--- config.mk ---
export PLATFORM = sky130hd
export DESIGN_NAME = reservation_station_entry_flat
export DESIGN_NICKNAME = d
export VERILOG_FILES = /design/src/rtl/reservation_station_entry_if.sv /design/src/rtl/reservation_station_entry.sv /design/src/flat_wrapper.sv
export SDC_FILE = /design/constraint.sdc
export NUM_CORES = 1
export LEC_CHECK = 0
export CAP_MARGIN = 20
export CORE_AREA = 2 2 285 287
export CTS_CLUSTER_DIAMETER = 80
export DETAILED_ROUTE_END_ITERATION = 8
export DIE_AREA = 0 0 287 289
export HOLD_SLACK_MARGIN = 0.15
export PLACE_DENSITY = 0.48
export RECOVER_POWER = 50
export SYNTH_ARGS = -nofsm -noshare
export SYNTH_HDL_FRONTEND = slang
export SYNTH_SLANG_ARGS = --single-unit
export TNS_END_PERCENT = 20
--- constraint.sdc ---
create_clock -name Clock -period 3.1 [get_ports Clock]
set_input_delay 0.775 -clock Clock [delete_from_list [all_inputs] [get_ports Clock]]
set_output_delay 0.775 -clock Clock [all_outputs]
set_load 0.005 [all_outputs]
--- src/rtl/reservation_station_entry_if.sv ---
// Bundle of issue, commit-bus snoop, execution-unit and commit-request
// signals for one reservation station entry.
//   slave  : the reservation station itself
//   master : the surrounding pipeline (issue stage, execution unit, arbiter)
interface reservation_station_entry_if #(
  parameter int WIDTH = 32,
  parameter int DST_W = 10
);
  localparam int DATA_W = 3 * WIDTH;

  // Issue packet from the operand modifier stage
  logic [3:0]        iIssueRsID;
  logic [3:0]        iSrc0Rs;
  logic [3:0]        iSrc1Rs;
  logic [DATA_W-1:0] iSrc0Data;
  logic [DATA_W-1:0] iSrc1Data;
  logic [DST_W-1:0]  iDst;
  logic [2:0]        iWE;
  logic [3:0]        iScale;

  // Modified commit bus (snooped for forwarded operands)
  logic [3:0]        iCommitRsID;
  logic [DATA_W-1:0] iCommitData;

  // Execution unit
  logic              oExeValid;
  logic              iExeReady;
  logic [DATA_W-1:0] oExeSrc0;
  logic [DATA_W-1:0] oExeSrc1;
  logic [3:0]        oExeScale;
  logic              iExeResultValid;
  logic [DATA_W-1:0] iExeResult;

  // Commit arbiter
  logic              oCommitRequest;
  logic              iCommitGrant;
  logic [3:0]        oCommitRsID;
  logic [DST_W-1:0]  oCommitDst;
  logic [2:0]        oCommitWE;
  logic [DATA_W-1:0] oCommitData;

  // Status
  logic              oBusy;
  logic              oIssueError;

  modport slave (
    input  iIssueRsID, iSrc0Rs, iSrc1Rs, iSrc0Data, iSrc1Data, iDst, iWE, iScale,
    input  iCommitRsID, iCommitData,
    input  iExeReady, iExeResultValid, iExeResult, iCommitGrant,
    output oBusy, oExeValid, oExeSrc0, oExeSrc1, oExeScale,
    output oCommitRequest, oCommitRsID, oCommitDst, oCommitWE, oCommitData,
    output oIssueError
  );

  modport master (
    output iIssueRsID, iSrc0Rs, iSrc1Rs, iSrc0Data, iSrc1Data, iDst, iWE, iScale,
    output iCommitRsID, iCommitData,
    output iExeReady, iExeResultValid, iExeResult, iCommitGrant,
    input  oBusy, oExeValid, oExeSrc0, oExeSrc1, oExeScale,
    input  oCommitRequest, oCommitRsID, oCommitDst, oCommitWE, oCommitData,
    input  oIssueError
  );
endinterface

--- src/rtl/reservation_station_entry.sv ---
// Single-entry reservation station.
// Accepts an issue packet addressed to RS_ID, holds pending operands until
// their producer broadcasts on the commit bus, dispatches to the execution
// unit with valid/ready, then requests the commit bus for its own result.
// RS_ID must be non-zero; ID 0 means "no station" on every bus.
// Optional feature macro: RS_BACK_TO_BACK_EN -- when defined, an issue that
// arrives in the same cycle as the commit grant is accepted directly.
module reservation_station_entry #(
  parameter logic [3:0] RS_ID = 4'd1,
  parameter int         WIDTH = 32,
  parameter int         DST_W = 10
) (
  input logic                        Clock,
  input logic                        Reset,
  reservation_station_entry_if.slave rs
);

  localparam int DATA_W = 3 * WIDTH;

  typedef enum logic [2:0] {
    S_IDLE,
    S_WAIT_OPS,
    S_DISPATCH,
    S_WAIT_RESULT,
    S_COMMIT
  } state_t;

  state_t            r_state;
  state_t            w_state_nxt;

  logic [3:0]        r_tag0;
  logic [3:0]        r_tag1;
  logic [DATA_W-1:0] r_src0;
  logic [DATA_W-1:0] r_src1;
  logic [DST_W-1:0]  r_dst;
  logic [2:0]        r_we;
  logic [3:0]        r_scale;
  logic [DATA_W-1:0] r_result;
  logic              r_issue_error;

  logic              w_snoop_valid;
  logic              w_issue_hit;
  logic              w_accept_window;
  logic              w_issue_accept;
  logic              w_issue_drop;
  logic              w_issue_fwd0;
  logic              w_issue_fwd1;
  logic [3:0]        w_issue_tag0;
  logic [3:0]        w_issue_tag1;
  logic [DATA_W-1:0] w_issue_src0;
  logic [DATA_W-1:0] w_issue_src1;
  state_t            w_issue_state;
  logic              w_fwd0;
  logic              w_fwd1;
  logic [3:0]        w_tag0_nxt;
  logic [3:0]        w_tag1_nxt;
  logic [DATA_W-1:0] w_src0_nxt;
  logic [DATA_W-1:0] w_src1_nxt;
  logic              w_busy;
  logic              w_exe_valid;
  logic              w_commit_req;
  logic [3:0]        w_commit_rsid;

  // A commit broadcast can only forward data from another station; our own
  // ID on the bus is never a producer for us.
  assign w_snoop_valid = (rs.iCommitRsID != 4'd0) && (rs.iCommitRsID != RS_ID);
  assign w_issue_hit   = (rs.iIssueRsID == RS_ID);

`ifdef RS_BACK_TO_BACK_EN
  // The entry frees up on the grant edge, so a new packet can land there.
  assign w_accept_window = (r_state == S_IDLE) ||
                           ((r_state == S_COMMIT) && rs.iCommitGrant);
`else
  assign w_accept_window = (r_state == S_IDLE);
`endif

  assign w_issue_accept = w_issue_hit && w_accept_window;
  assign w_issue_drop   = w_issue_hit && !w_accept_window;

  // Operands pending at issue can be satisfied by a same-cycle commit.
  assign w_issue_fwd0  = (rs.iSrc0Rs != 4'd0) && w_snoop_valid && (rs.iCommitRsID == rs.iSrc0Rs);
  assign w_issue_fwd1  = (rs.iSrc1Rs != 4'd0) && w_snoop_valid && (rs.iCommitRsID == rs.iSrc1Rs);
  assign w_issue_tag0  = w_issue_fwd0 ? 4'd0 : rs.iSrc0Rs;
  assign w_issue_tag1  = w_issue_fwd1 ? 4'd0 : rs.iSrc1Rs;
  assign w_issue_src0  = w_issue_fwd0 ? rs.iCommitData : rs.iSrc0Data;
  assign w_issue_src1  = w_issue_fwd1 ? rs.iCommitData : rs.iSrc1Data;
  assign w_issue_state = ((w_issue_tag0 == 4'd0) && (w_issue_tag1 == 4'd0)) ? S_DISPATCH : S_WAIT_OPS;

  // Forwarding while waiting; both tags may hit the same broadcast.
  assign w_fwd0 = (r_tag0 != 4'd0) && w_snoop_valid && (rs.iCommitRsID == r_tag0);
  assign w_fwd1 = (r_tag1 != 4'd0) && w_snoop_valid && (rs.iCommitRsID == r_tag1);

  // Next operand tags and data: issue load or commit-bus capture.
  always_comb begin
    // NOTE: every variable gets a default first so no path leaves it unassigned, which would infer a latch.
    w_tag0_nxt = r_tag0;
    w_tag1_nxt = r_tag1;
    w_src0_nxt = r_src0;
    w_src1_nxt = r_src1;
    if (w_issue_accept) begin
      w_tag0_nxt = w_issue_tag0;
      w_tag1_nxt = w_issue_tag1;
      w_src0_nxt = w_issue_src0;
      w_src1_nxt = w_issue_src1;
    end else if (r_state == S_WAIT_OPS) begin
      if (w_fwd0) begin
        w_tag0_nxt = 4'd0;
        w_src0_nxt = rs.iCommitData;
      end
      if (w_fwd1) begin
        w_tag1_nxt = 4'd0;
        w_src1_nxt = rs.iCommitData;
      end
    end
  end

  // State register.
  always_ff @(posedge Clock) begin
    // NOTE: sequential state uses non-blocking assignments so every register samples pre-edge values.
    if (!Reset) begin
      r_state <= S_IDLE;
    end else begin
      r_state <= w_state_nxt;
    end
  end

  // Next-state logic.
  always_comb begin
    w_state_nxt = r_state;
    unique case (r_state)
      S_IDLE: begin
        if (w_issue_accept) w_state_nxt = w_issue_state;
      end
      S_WAIT_OPS: begin
        if ((w_tag0_nxt == 4'd0) && (w_tag1_nxt == 4'd0)) w_state_nxt = S_DISPATCH;
      end
      S_DISPATCH: begin
        if (rs.iExeReady) w_state_nxt = S_WAIT_RESULT;
      end
      S_WAIT_RESULT: begin
        if (rs.iExeResultValid) w_state_nxt = S_COMMIT;
      end
      S_COMMIT: begin
        if (rs.iCommitGrant) w_state_nxt = w_issue_accept ? w_issue_state : S_IDLE;
      end
      default: w_state_nxt = S_IDLE;
    endcase
  end

  // Handshake outputs decoded from the state.
  always_comb begin
    w_busy        = 1'b1;
    w_exe_valid   = 1'b0;
    w_commit_req  = 1'b0;
    w_commit_rsid = 4'd0;
    unique case (r_state)
      S_IDLE:     w_busy = 1'b0;
      S_DISPATCH: w_exe_valid = 1'b1;
      S_COMMIT: begin
        w_commit_req  = 1'b1;
        w_commit_rsid = RS_ID;
      end
      default: ;
    endcase
  end

  // Operand tags and data rows.
  always_ff @(posedge Clock) begin
    // NOTE: the data registers are reset as well because they drive outputs that must read 0 after reset.
    if (!Reset) begin
      r_tag0 <= 4'd0;
      r_tag1 <= 4'd0;
      r_src0 <= '0;
      r_src1 <= '0;
    end else begin
      r_tag0 <= w_tag0_nxt;
      r_tag1 <= w_tag1_nxt;
      r_src0 <= w_src0_nxt;
      r_src1 <= w_src1_nxt;
    end
  end

  // Destination, write enables and scale captured with the issue packet.
  always_ff @(posedge Clock) begin
    if (!Reset) begin
      r_dst   <= '0;
      r_we    <= 3'b000;
      r_scale <= 4'd0;
    end else if (w_issue_accept) begin
      r_dst   <= rs.iDst;
      r_we    <= rs.iWE;
      r_scale <= rs.iScale;
    end
  end

  // Result capture; strobes outside WAIT_RESULT are ignored.
  always_ff @(posedge Clock) begin
    if (!Reset) begin
      r_result <= '0;
    end else if ((r_state == S_WAIT_RESULT) && rs.iExeResultValid) begin
      r_result <= rs.iExeResult;
    end
  end

  // Sticky error for issues that target this station while it is occupied.
  always_ff @(posedge Clock) begin
    if (!Reset) begin
      r_issue_error <= 1'b0;
    end else if (w_issue_drop) begin
      r_issue_error <= 1'b1;
    end
  end

  assign rs.oBusy          = w_busy;
  assign rs.oExeValid      = w_exe_valid;
  assign rs.oExeSrc0       = r_src0;
  assign rs.oExeSrc1       = r_src1;
  assign rs.oExeScale      = r_scale;
  assign rs.oCommitRequest = w_commit_req;
  assign rs.oCommitRsID    = w_commit_rsid;
  assign rs.oCommitDst     = r_dst;
  assign rs.oCommitWE      = r_we;
  assign rs.oCommitData    = r_result;
  assign rs.oIssueError    = r_issue_error;

endmodule

--- src/flat_wrapper.sv ---
// flat-port wrapper written by rule: the top's interface ports become plain ports
module reservation_station_entry_flat 
#(
  parameter logic [3:0] RS_ID = 4'd1,
  parameter int         WIDTH = 32,
  parameter int         DST_W = 10
)
  (Clock, Reset, rs_iIssueRsID, rs_iSrc0Rs, rs_iSrc1Rs, rs_iSrc0Data, rs_iSrc1Data, rs_iDst, rs_iWE, rs_iScale, rs_iCommitRsID, rs_iCommitData, rs_iExeReady, rs_iExeResultValid, rs_iExeResult, rs_iCommitGrant, rs_oBusy, rs_oExeValid, rs_oExeSrc0, rs_oExeSrc1, rs_oExeScale, rs_oCommitRequest, rs_oCommitRsID, rs_oCommitDst, rs_oCommitWE, rs_oCommitData, rs_oIssueError);
  reservation_station_entry_if #(.WIDTH(WIDTH), .DST_W(DST_W)) rs_i ();
  input logic Clock;
  input logic Reset;
  input wire logic [$bits(rs_i.iIssueRsID)-1:0] rs_iIssueRsID;
  input wire logic [$bits(rs_i.iSrc0Rs)-1:0] rs_iSrc0Rs;
  input wire logic [$bits(rs_i.iSrc1Rs)-1:0] rs_iSrc1Rs;
  input wire logic [$bits(rs_i.iSrc0Data)-1:0] rs_iSrc0Data;
  input wire logic [$bits(rs_i.iSrc1Data)-1:0] rs_iSrc1Data;
  input wire logic [$bits(rs_i.iDst)-1:0] rs_iDst;
  input wire logic [$bits(rs_i.iWE)-1:0] rs_iWE;
  input wire logic [$bits(rs_i.iScale)-1:0] rs_iScale;
  input wire logic [$bits(rs_i.iCommitRsID)-1:0] rs_iCommitRsID;
  input wire logic [$bits(rs_i.iCommitData)-1:0] rs_iCommitData;
  input wire logic [$bits(rs_i.iExeReady)-1:0] rs_iExeReady;
  input wire logic [$bits(rs_i.iExeResultValid)-1:0] rs_iExeResultValid;
  input wire logic [$bits(rs_i.iExeResult)-1:0] rs_iExeResult;
  input wire logic [$bits(rs_i.iCommitGrant)-1:0] rs_iCommitGrant;
  output wire logic [$bits(rs_i.oBusy)-1:0] rs_oBusy;
  output wire logic [$bits(rs_i.oExeValid)-1:0] rs_oExeValid;
  output wire logic [$bits(rs_i.oExeSrc0)-1:0] rs_oExeSrc0;
  output wire logic [$bits(rs_i.oExeSrc1)-1:0] rs_oExeSrc1;
  output wire logic [$bits(rs_i.oExeScale)-1:0] rs_oExeScale;
  output wire logic [$bits(rs_i.oCommitRequest)-1:0] rs_oCommitRequest;
  output wire logic [$bits(rs_i.oCommitRsID)-1:0] rs_oCommitRsID;
  output wire logic [$bits(rs_i.oCommitDst)-1:0] rs_oCommitDst;
  output wire logic [$bits(rs_i.oCommitWE)-1:0] rs_oCommitWE;
  output wire logic [$bits(rs_i.oCommitData)-1:0] rs_oCommitData;
  output wire logic [$bits(rs_i.oIssueError)-1:0] rs_oIssueError;
  assign rs_i.iIssueRsID = rs_iIssueRsID;
  assign rs_i.iSrc0Rs = rs_iSrc0Rs;
  assign rs_i.iSrc1Rs = rs_iSrc1Rs;
  assign rs_i.iSrc0Data = rs_iSrc0Data;
  assign rs_i.iSrc1Data = rs_iSrc1Data;
  assign rs_i.iDst = rs_iDst;
  assign rs_i.iWE = rs_iWE;
  assign rs_i.iScale = rs_iScale;
  assign rs_i.iCommitRsID = rs_iCommitRsID;
  assign rs_i.iCommitData = rs_iCommitData;
  assign rs_i.iExeReady = rs_iExeReady;
  assign rs_i.iExeResultValid = rs_iExeResultValid;
  assign rs_i.iExeResult = rs_iExeResult;
  assign rs_i.iCommitGrant = rs_iCommitGrant;
  assign rs_oBusy = rs_i.oBusy;
  assign rs_oExeValid = rs_i.oExeValid;
  assign rs_oExeSrc0 = rs_i.oExeSrc0;
  assign rs_oExeSrc1 = rs_i.oExeSrc1;
  assign rs_oExeScale = rs_i.oExeScale;
  assign rs_oCommitRequest = rs_i.oCommitRequest;
  assign rs_oCommitRsID = rs_i.oCommitRsID;
  assign rs_oCommitDst = rs_i.oCommitDst;
  assign rs_oCommitWE = rs_i.oCommitWE;
  assign rs_oCommitData = rs_i.oCommitData;
  assign rs_oIssueError = rs_i.oIssueError;
  reservation_station_entry #(.RS_ID(RS_ID), .WIDTH(WIDTH), .DST_W(DST_W)) u_core (.Clock(Clock), .Reset(Reset), .rs(rs_i));
endmodule
After elaboration in Yosys (flattened, before gate mapping)
Index checks and enable logic that the tools add are counted.
{ "totals": {"input_bits": 422, "reg_bits": 317, "out_inout_bits": 313} }
{ "op_classes": {"eq_ne": 15, "muxes": 28, "n_reduce_logical": 31} }
{ "op_table": {"columns": ["operator", "count"], "rows": [
  ["$mux W96", 8],
  ["$mux W4", 8],
  ["$reduce_bool A4 Y1", 5],
  ["$mux W3", 6],
  ["$eq A4 B4 Y1", 4],
  ["$logic_not A4 Y1", 4],
  ["$pmux W3 S5", 1],
  ["$logic_and A1 B1 Y1", 14],
  ["$ne A2 B2 Y1 const B", 5],
  ["$eq A3 B2 Y1 const B", 2],
  ["$reduce_bool A2 Y1", 3],
  ["$reduce_and A5 Y1", 1],
  ["$eq A4 B1 Y1 const B", 1],
  ["$mux W1", 4],
  ["$ne A4 B1 Y1 const B", 1],
  ["$reduce_and A2 Y1", 2],
  ["$eq A3 B1 Y1 const B", 1],
  ["$eq A3 B3 Y1 const B", 1],
  ["$logic_not A3 Y1", 1],
  ["$mux W2", 1],
  ["$logic_not A1 Y1", 1]
]} }

Depth between registers and ports, before layout
Gate-level depths: netlist of run 1.
{ "depth": {"word_depth": 11, "mapped_depth": 9, "depth_no_buf": 6} }

Least setup slack after synthesis of run 1
Ideal clock, no wire load.
{ "synth_path": {"path_kind": "input port to flip-flop", "start": "in rs_iIssueRsID[1]", "end": "reg u_core.r_src0[10], in the netlist u_core.rs.oExeSrc0[10]", "setup_time_ns": 0.116, "setup_slack_ns": 0.600, "arrival_ns": 2.384, "path_stages": 8, "t_required_ns": 2.984, "path_cell_list": "or4b_4 nor2_1 o21a_1 buf_2 buf_2 mux2i_1 nand2_1 o211a_1"} }
{ "synth_between": {"elab_chain_cells": 4, "word_cells_on_any_way": 6, "classes_between": "1 x eq/ne; 1 x mux; 4 x reduce/logical"} }
{ "synth_rtl": {"columns": ["item", "line", "rtl"], "rows": [
  ["from (decl)", "flat_wrapper.sv:12", "input wire logic [$bits(rs_i.iIssueRsID)-1:0] rs_iIssueRsID;"],
  ["$eq A4 B1 Y1 *", "reservation_station_entry.sv:67", "assign w_issue_hit = (rs.iIssueRsID == RS_ID);"],
  ["$logic_and A1 B1 Y1 *", "reservation_station_entry.sv:77", "assign w_issue_accept = w_issue_hit && w_accept_window;"],
  ["$reduce_bool A2 Y1 (no source line)", null, null],
  ["$reduce_and A2 Y1 (no source line)", null, null],
  ["to (signal assigned)", "reservation_station_entry.sv:178", "r_src0 <= w_src0_nxt;"],
  ["to (decl)", "reservation_station_entry.sv:33", "logic [DATA_W-1:0] r_src0;"]
]} }
Every way passes the cells marked *; elsewhere a longest branch is shown, timed or not.
A chain may end at the register's enable or synchronous reset.

Worst setup path in the final report of run 1
{ "layout_path": {"start": "in rs_iIssueRsID[0]", "end": "reg u_core.r_src1[62], in the netlist u_core.rs.oExeSrc1[62]"} }
{ "layout_between": {"elab_chain_cells": 4, "word_cells_on_any_way": 6, "classes_between": "1 x eq/ne; 1 x mux; 4 x reduce/logical"} }
{ "layout_rtl": {"columns": ["item", "line", "rtl"], "rows": [
  ["$eq A4 B1 Y1 *", "reservation_station_entry.sv:67", null],
  ["$logic_and A1 B1 Y1 *", "reservation_station_entry.sv:77", null],
  ["$reduce_bool A2 Y1 (no source line)", null, null],
  ["$reduce_and A2 Y1 (no source line)", null, null],
  ["to (signal assigned)", "reservation_station_entry.sv:179", "r_src1 <= w_src1_nxt;"],
  ["to (decl)", "reservation_station_entry.sv:34", "logic [DATA_W-1:0] r_src1;"]
]} }
Marks and branches as above.

==> flow_metrics.py, run 1 <==
metrics = {
    "status": {
        "outcome": "complete, no violations",
    },
    "floorplanning": {
        "io_pins": 735,
        "die_width_microns": 287,
        "die-area_sq_um": 82900,
        "fp.dieH_microns": 289,
        "rows": 104,
        "start_util_pct": 17.0,
        "fp.coreArea_sq_um": 79900,
    },
    "global_route": {
        "globalRouteMet2Util_pct": 24.1,
        "antenna_found_initial": 7,
        "grt_use_total_pct": 13.5,
        "grt_overflow": 0,
        "grt_util_met1_pct": 15.0,
        "grt_max_degree": 125,
        "first_global_vias": 13700,
        "grt_pass1_wl_mm": 85.4,
        "top_usage_layer": "met2",
        "grtUsageMet3_pct": 3.69,
    },
    "logic_synthesis": {
        "synth-main-ff-cell": "dfxtp_1",
        "synthCells": 1456,
        "syn_area_per_cell_sq_um": 9.30,
        "yosys_warnings": 0,
        "syn_area_sq_um": 13500,
        "yosys.area.top_type": "dfxtp_1",
        "synthTopCellsByArea": "dfxtp_1 47%, mux2i_1 14%, nand2_1 9.1%, o211a_1 7.1%, a211oi_1 5.4%",
        "synth.most_common_cell": "nand2_1",
        "synth_top_area_share_pct": 46.9,
        "ys_seq_elements": 317,
        "ys_types": 42,
        "synth-async-reset-ratio_pct": 0,
        "yosysSeqAreaShare_pct": 46.9,
        "synth_edf_count": 0,
        "yosys-top-cells-count": "329 x nand2_1, 317 x dfxtp_1, 192 x mux2i_1, 105 x nor2_1, 97 x a211oi_1",
    },
    "pwr": {
        "vdd_drop_max_mv": 0.356,
        "p_leak_nw": 9.59,
        "power.density_nw_per_um2": 433,
    },
    "clocking": {
        "clock_sinks": 317,
        "cts_hold_buf": 0,
        "clock_latency_ps": 550,
        "cts_buffers": 42,
        "clkTransAtPathRegs_ps": 60,
        "htree_levels": 2,
        "ctsResizeCount": 0,
        "cts-root-buf": "clkbuf_16",
        "clk_path_buf_depth": 3,
        "cts_tree": "done",
        "postCtsSetupBuffers": 0,
    },
    "critical_path": {
        "cp.depth": 8,
        "crit_buf_inv": 3,
        "cp_slowest_stage_delay_ps": 570,
        "worst-setup-path-type": "input port to flip-flop",
        "cp_top_family": "buffers and inverters",
        "cp_slowest_cell": "dlygate4sd3_1",
        "r2r-start": "u_core.r_state[0]$_SDFFE_PN0P_",
        "path_cells": "dlygate4sd3_1 -> or4b_1 -> or2_4 -> a31oi_4 -> buf_12 -> buf_12 -> mux2i_1 -> a211oi_1",
        "cp_data_arrival_time_ps": 3270,
        "cp-start-kind": "input port",
        "ff2ff_path_depth": 7,
        "end_kind": "flip-flop",
        "cpMostUsedCell": "buf_12",
        "crit-reg2reg-capture": "u_core.rs.oExeSrc1[62]$_SDFFE_PN0P_",
        "cp_max_fo": 13,
        "critPathRequiredTime_ps": 3510,
        "ff2ff_setup_slack_ps": 760,
    },
    "timing": {
        "fin_hold_ws_ps": 449,
        "hold_violations": 0,
        "rsz0062_at_grt": "false",
        "min_period_ps": 2860,
        "post-route-period-util_pct": 92.3,
        "setup_viol": 0,
        "max_freq_mhz": 349,
        "tightest_slew_ps": 1070,
        "slew_violations": 0,
        "slew_headroom_pct": 28.4,
        "clock_skew_ps": 9.42,
    },
    "place": {
        "gp_congestion": 0.834,
        "io_buffer_count": 731,
        "dp.final_hpwl_mm": 46.4,
    },
    "final_layout": {
        "layout.nets": 2608,
        "fillers": 8344,
        "post-route-util_pct": 29.8,
        "area_growth_pct": 75.7,
        "drive_above_1_share_pct": 6.87,
    },
    "hold_path": {
        "hp-class": "flip-flop to flip-flop",
        "min_to": "u_core.rs.oCommitDst[6]$_SDFFE_PN0N_",
        "hold_depth": 2,
        "min-delay-start": "u_core.rs.oCommitDst[6]$_SDFFE_PN0N_",
    },
    "detailed_routing": {
        "vias": 13400,
        "via_per_inst": 4.09,
        "drc": 0,
        "firstDrtPassIters": 4,
        "ant_nets": 0,
        "wl_per_cell_microns": 18.3,
        "drt_iter0_drc": 589,
        "routed_wirelength_mm": 59.8,
    },
    "job": {
        "max_cap_violations": 0,
    },
}
worst reg2reg max path: cells and delay by family (launching register included):
kind	cells	cell delay (ps)
flops	1	350
compound gates	2	330
simple gates	2	780
mux	1	330
buf+inv	2	400
placed cells by master, fill, tap and decap left out, types with 4 or more instances in the layout:
| cell | instances |
|---|---|
| mux2i_1 | 192 |
| diode_2 | 6 |
| clkbuf_16 | 43 |
| nand3_1 | 4 |
| xor2_1 | 10 |
| dlygate4sd3_1 | 200 |
| a21boi_0 | 80 |
| a211oi_1 | 97 |
| clkdlybuf4s50_1 | 530 |
| o21a_1 | 4 |
| o211a_1 | 96 |
| clkbuf_8 | 5 |
| a21oi_1 | 35 |
| buf_4 | 59 |
| dfxtp_1 | 317 |
| nor2b_1 | 10 |
| buf_12 | 24 |
| nand2_1 | 327 |
| nor2_1 | 104 |
| a22oi_1 | 8 |
| clkbuf_1 | 13 |
through the flow:
| step | setup WS, ps | setup TNS, ps | area [sq um] | total power, mW | cells |
|---|---|---|---|---|---|
| after floorplan | 600 | 0 | 13600 | 4.77 | 1458 |
| after global placement | -163 | -8430 | 22500 | 5.78 | 3202 |
| after detailed placement | -186 | -10710 | 22500 | 5.79 | 3202 |
| after CTS | 389 | 0 | 23800 | 10.6 | 3272 |
| after global routing | 205 | 0 | 23800 | 10.8 | 3278 |
| final | 238 | 0 | 23800 | 10.3 | 3278 |
report_power, final:
part | internal [mW] | switching [mW]
Combinational | 0.877 | 0.540
Sequential | 4.18 | 0.0598
Clock | 2.74 | 1.90
Total | 7.80 | 2.50
logic make-up (layout without fill, tap and decap cells):
kind of cell,count (synthesis),count (layout),share of synthesized area [%]
AND/OR/NAND/NOR,468,468,13.7
AO/OA/AOI/OAI,333,333,19.6
flip-flops,317,317,46.9
multiplexers,192,192,14.2
buffers and inverters,132,886,4.84
XOR/XNOR,13,13,0.841
other,1,9,0.0277
flip-flops by register name, indices dropped and copies added, names as in the netlist:
register / flops
u_core.rs.oCommitData: 96
u_core.r_state: 3
u_core.rs.oIssueError: 1
u_core.rs.oExeSrc1: 96
u_core.rs.oExeSrc0: 96
u_core.rs.oCommitDst: 10
u_core.r_tag0: 4
u_core.rs.oExeScale: 4
u_core.r_tag1: 4
u_core.rs.oCommitWE: 3
final cells by class:
| type | count | area (sq um) | area share (%) |
|---|---|---|---|
| inverter | 1 | 6.26 | 0.0263 |
| clock inverter | 9 | 87.6 | 0.368 |
| sequential | 317 | 6350 | 26.7 |
| tap | 1060 | 1330 | 5.57 |
| multi-input combinational | 1009 | 6580 | 27.6 |
| timing repair buffer | 815 | 8250 | 34.7 |
| clock buffer | 61 | 1190 | 5.01 |
| antenna | 6 | 15.0 | 0.0631 |
per-layer routing:
metal	up-vias	wire, microns
met5	-	11
met4	2	2340
met3	106	4130
met2	453	30200
met1	6274	23100
li1	6561	-
worst max path at each step:
stage	startpoint	endpoint	slack, ps
after floorplan	rs_iIssueRsID[1]	u_core.rs.oExeSrc0[10]$_SDFFE_PN0P_	600
after global placement	rs_iIssueRsID[0]	u_core.rs.oExeSrc1[62]$_SDFFE_PN0P_	-160
after detailed placement	rs_iIssueRsID[0]	u_core.rs.oExeSrc1[62]$_SDFFE_PN0P_	-190
after CTS	u_core.r_state[0]$_SDFFE_PN0P_	rs_oBusy	390
after global routing	rs_iIssueRsID[0]	u_core.rs.oExeSrc1[62]$_SDFFE_PN0P_	210
final	rs_iIssueRsID[0]	u_core.rs.oExeSrc1[62]$_SDFFE_PN0P_	240
Power figures use the tool's default switching activity.
==> run 2, diff against run 1 <==
ABC_AREA = 1   (was not set)
CAP_MARGIN = not set   (was 20)
CORE_AREA = 2 2 283 285   (was 2 2 285 287)
DIE_AREA = 0 0 285 287   (was 0 0 287 289)
PLACE_DENSITY = 0.49   (was 0.48)
==> run 2 against run 1 <==
Highest routed layer unchanged. Final area is 1.2% lower. Fmax up 0.84%. Power up 14%. Sequential power up 4%. Synthesized cell count up 27%. Critical path type is now flip-flop to primary output. Wire length grew 7.3%. First-iteration DRC count rose by 15%. Largest cell class unchanged. Combinational power rose by 51%. Worst setup slack better by 24 ps. Flip-flop and latch count is the same.
==> flow_metrics.py, run 2 <==
metrics = {
    "status": {
        "outcome": "complete, no violations",
    },
    "floorplanning": {
        "die-area_sq_um": 81800,
        "die_width_microns": 285,
        "fp.coreArea_sq_um": 78600,
        "fp.dieH_microns": 287,
        "start_util_pct": 17.0,
        "io_pins": 735,
        "rows": 103,
    },
    "final_layout": {
        "final_cell_mix": "538 x clkdlybuf4s50_1, 387 x o21ai_0, 345 x nand2_1",
        "instances_no_fill": 3615,
        "post-route-util_pct": 29.9,
        "final_common_cell": "clkdlybuf4s50_1",
        "area_growth_pct": 76.0,
        "layout.nets": 2949,
        "drive_above_1_share_pct": 5.78,
        "fillers": 8457,
        "design_area_sq_um": 23500,
    },
    "clocking": {
        "clk_path_buf_depth": 3,
        "cts-root-buf": "clkbuf_16",
        "cts_tree": "done",
        "ctsResizeCount": 0,
        "clock_sinks": 317,
        "htree_levels": 2,
        "clock_latency_ps": 570,
        "cts_hold_buf": 0,
        "clkTransAtPathRegs_ps": 60,
        "postCtsSetupBuffers": 0,
        "cts_buffers": 43,
    },
    "pwr": {
        "power.share.clock_pct": 44.0,
        "p_int_mw": 8.60,
        "pwr-share-seq_pct": 37.7,
        "vdd_drop_max_mv": 0.277,
        "combPwrFrac_pct": 18.3,
        "switching_power_mw": 3.16,
        "totalPowerFinal_mw": 11.8,
        "power.density_nw_per_um2": 500,
        "p_sw_share_pct": 26.9,
        "p_leak_nw": 9.87,
    },
    "job": {
        "max_cap_violations": 0,
    },
    "critical_path": {
        "crit-reg2reg-capture": "u_core.rs.oCommitData[78]$_SDFFE_PN0P_",
        "cp_slowest_cell": "clkdlybuf4s50_1",
        "end_kind": "primary output",
        "worst-setup-path-type": "flip-flop to primary output",
        "crit_buf_inv": 2,
        "ff2ff_setup_slack_ps": 420,
        "cp_slowest_stage_delay_ps": 620,
        "path_cells": "inv_2 -> nor3_1 -> clkdlybuf4s50_1",
        "ff2ff_path_depth": 6,
        "cp_data_arrival_time_ps": 2060,
        "cp_top_family": "buffers and inverters",
        "cp-start-kind": "flip-flop",
        "critPathRequiredTime_ps": 2320,
        "r2r-start": "u_core.r_state[0]$_SDFFE_PN0P_",
        "cp_max_fo": 7,
    },
    "logic_synthesis": {
        "synth-main-ff-cell": "dfxtp_1",
        "synth_edf_count": 0,
        "synth-async-reset-ratio_pct": 0,
        "synth.most_common_cell": "o21ai_0",
        "ys_types": 29,
        "synthCells": 1848,
        "syn_area_per_cell_sq_um": 7.23,
        "yosysSeqAreaShare_pct": 47.5,
        "ys_seq_elements": 317,
        "synth_top_area_share_pct": 47.5,
        "yosys.area.top_type": "dfxtp_1",
        "synthTopCellsByArea": "dfxtp_1 47%, o21ai_0 14%, a21oi_1 11%, nand2_1 9.8%, nand3_1 4.3%",
        "yosys-top-cells-count": "387 x o21ai_0, 349 x nand2_1, 317 x dfxtp_1, 300 x a21oi_1, 118 x inv_1",
        "yosys_warnings": 0,
        "syn_area_sq_um": 13400,
    },
    "timing": {
        "min_period_ps": 2840,
        "rsz0062_at_grt": "false",
        "post-route-period-util_pct": 91.6,
        "slew_headroom_pct": 16.4,
        "max_freq_mhz": 352,
        "setup_viol": 0,
        "tightest_slew_ps": 1250,
        "clock_skew_ps": 17.8,
        "fin_hold_ws_ps": 459,
        "hold_violations": 0,
        "slew_violations": 0,
        "layout_setup_ws_ps": 261,
        "tns_ps": 0,
    },
    "global_route": {
        "first_global_vias": 14700,
        "grt_use_total_pct": 14.8,
        "grt_overflow": 0,
        "antenna_found_initial": 12,
        "grt_pass1_wl_mm": 92.8,
        "grt_max_degree": 166,
    },
    "detailed_routing": {
        "firstDrtPassIters": 5,
        "vias": 15000,
        "drc": 0,
        "via_per_inst": 4.14,
        "wl_per_cell_microns": 17.8,
        "routed_wirelength_mm": 64.2,
        "ant_nets": 0,
        "drt_iter0_drc": 677,
    },
    "place": {
        "dp.cells": 3532,
        "placed_area_sq_um": 22100,
        "io_buffer_count": 731,
        "dpl_worst_slack_ps": 90.7,
        "dp.final_hpwl_mm": 48.6,
        "gp_congestion": 0.854,
    },
    "hold_path": {
        "hold_depth": 2,
        "min_to": "u_core.rs.oCommitData[49]$_SDFFE_PN0P_",
        "hp-class": "flip-flop to flip-flop",
        "min-delay-start": "u_core.rs.oCommitData[49]$_SDFFE_PN0P_",
    },
}
## run 2: cell types whose count changed after synthesis, sizes merged, moves of 80 or more
cell    change
o21ai     +399
a21boi     -80
a211oi     -97
a21oi     +265
o211a      -96
mux2i     -192
inv       +120
nand3     +113
## run 2: power groups by stage
stage,sequential [mW],combinational [mW],clock [mW]
after floorplan,4.52,0.813,0
after global placement,4.52,2.23,0
after detailed placement,4.52,2.23,0
after CTS,4.44,2.24,5.36
after global routing,4.46,2.37,5.51
final,4.43,2.15,5.18
## run 2: cell families (layout without fill, tap and decap cells)
family | Yosys count | count (layout) | share of synthesized area [%]
compound gates | 705 | 705 | 26.5
simple gates | 538 | 538 | 16.7
flops | 317 | 317 | 47.5
buf+inv | 281 | 991 | 8.92
xor+xnor | 6 | 6 | 0.393
other cells | 1 | 8 | 0.0281
## run 2: final cells by class
cell class,count,area (sq um),share of cell area (%)
multi-input combinational,1252,5860,24.9
antenna,5,12.5,0.0532
clock inverter,17,225,0.958
tap,1050,1310,5.59
timing repair buffer,792,8050,34.2
inverter,121,458,1.95
sequential,317,6350,27.0
clock buffer,61,1240,5.29
## run 2: worst max path at each step
stage	start	to	slack (ps)	cells after the start
global route	u_core.r_state[2]$_SDFFE_PN0P_	rs_oCommitRsID[0]	90	3
detailed placement	rs_iIssueRsID[3]	u_core.rs.oExeSrc1[28]$_SDFFE_PN0P_	90	10
floorplan	rs_iIssueRsID[3]	u_core.r_state[0]$_SDFFE_PN0P_	980	13
global placement	rs_iCommitRsID[2]	u_core.rs.oExeSrc0[65]$_SDFFE_PN0P_	130	10
finish	u_core.r_state[2]$_SDFFE_PN0P_	rs_oCommitRsID[0]	260	3
CTS	u_core.r_state[2]$_SDFFE_PN0P_	rs_oCommitRsID[0]	60	3
## run 2: metal layers
metal / routed length [microns] / share of wire [%] / track usage, % / vias to the layer above
met2: 30200 / 47 / 24.8 / 597
li1: - / - / - / 7545
met1: 26700 / 42 / 18.1 / 6744
met4: 1350 / 2.1 / 3.85 / 8
met5: 49 / 0.076 / 0 / -
met3: 5830 / 9.1 / 5.03 / 81
## run 2: worst min-delay path, delay by kind of cell (launching register included)
kind            cells  cell delay, ps
compound gates      1              50
simple gates        1              60
flops               1             300
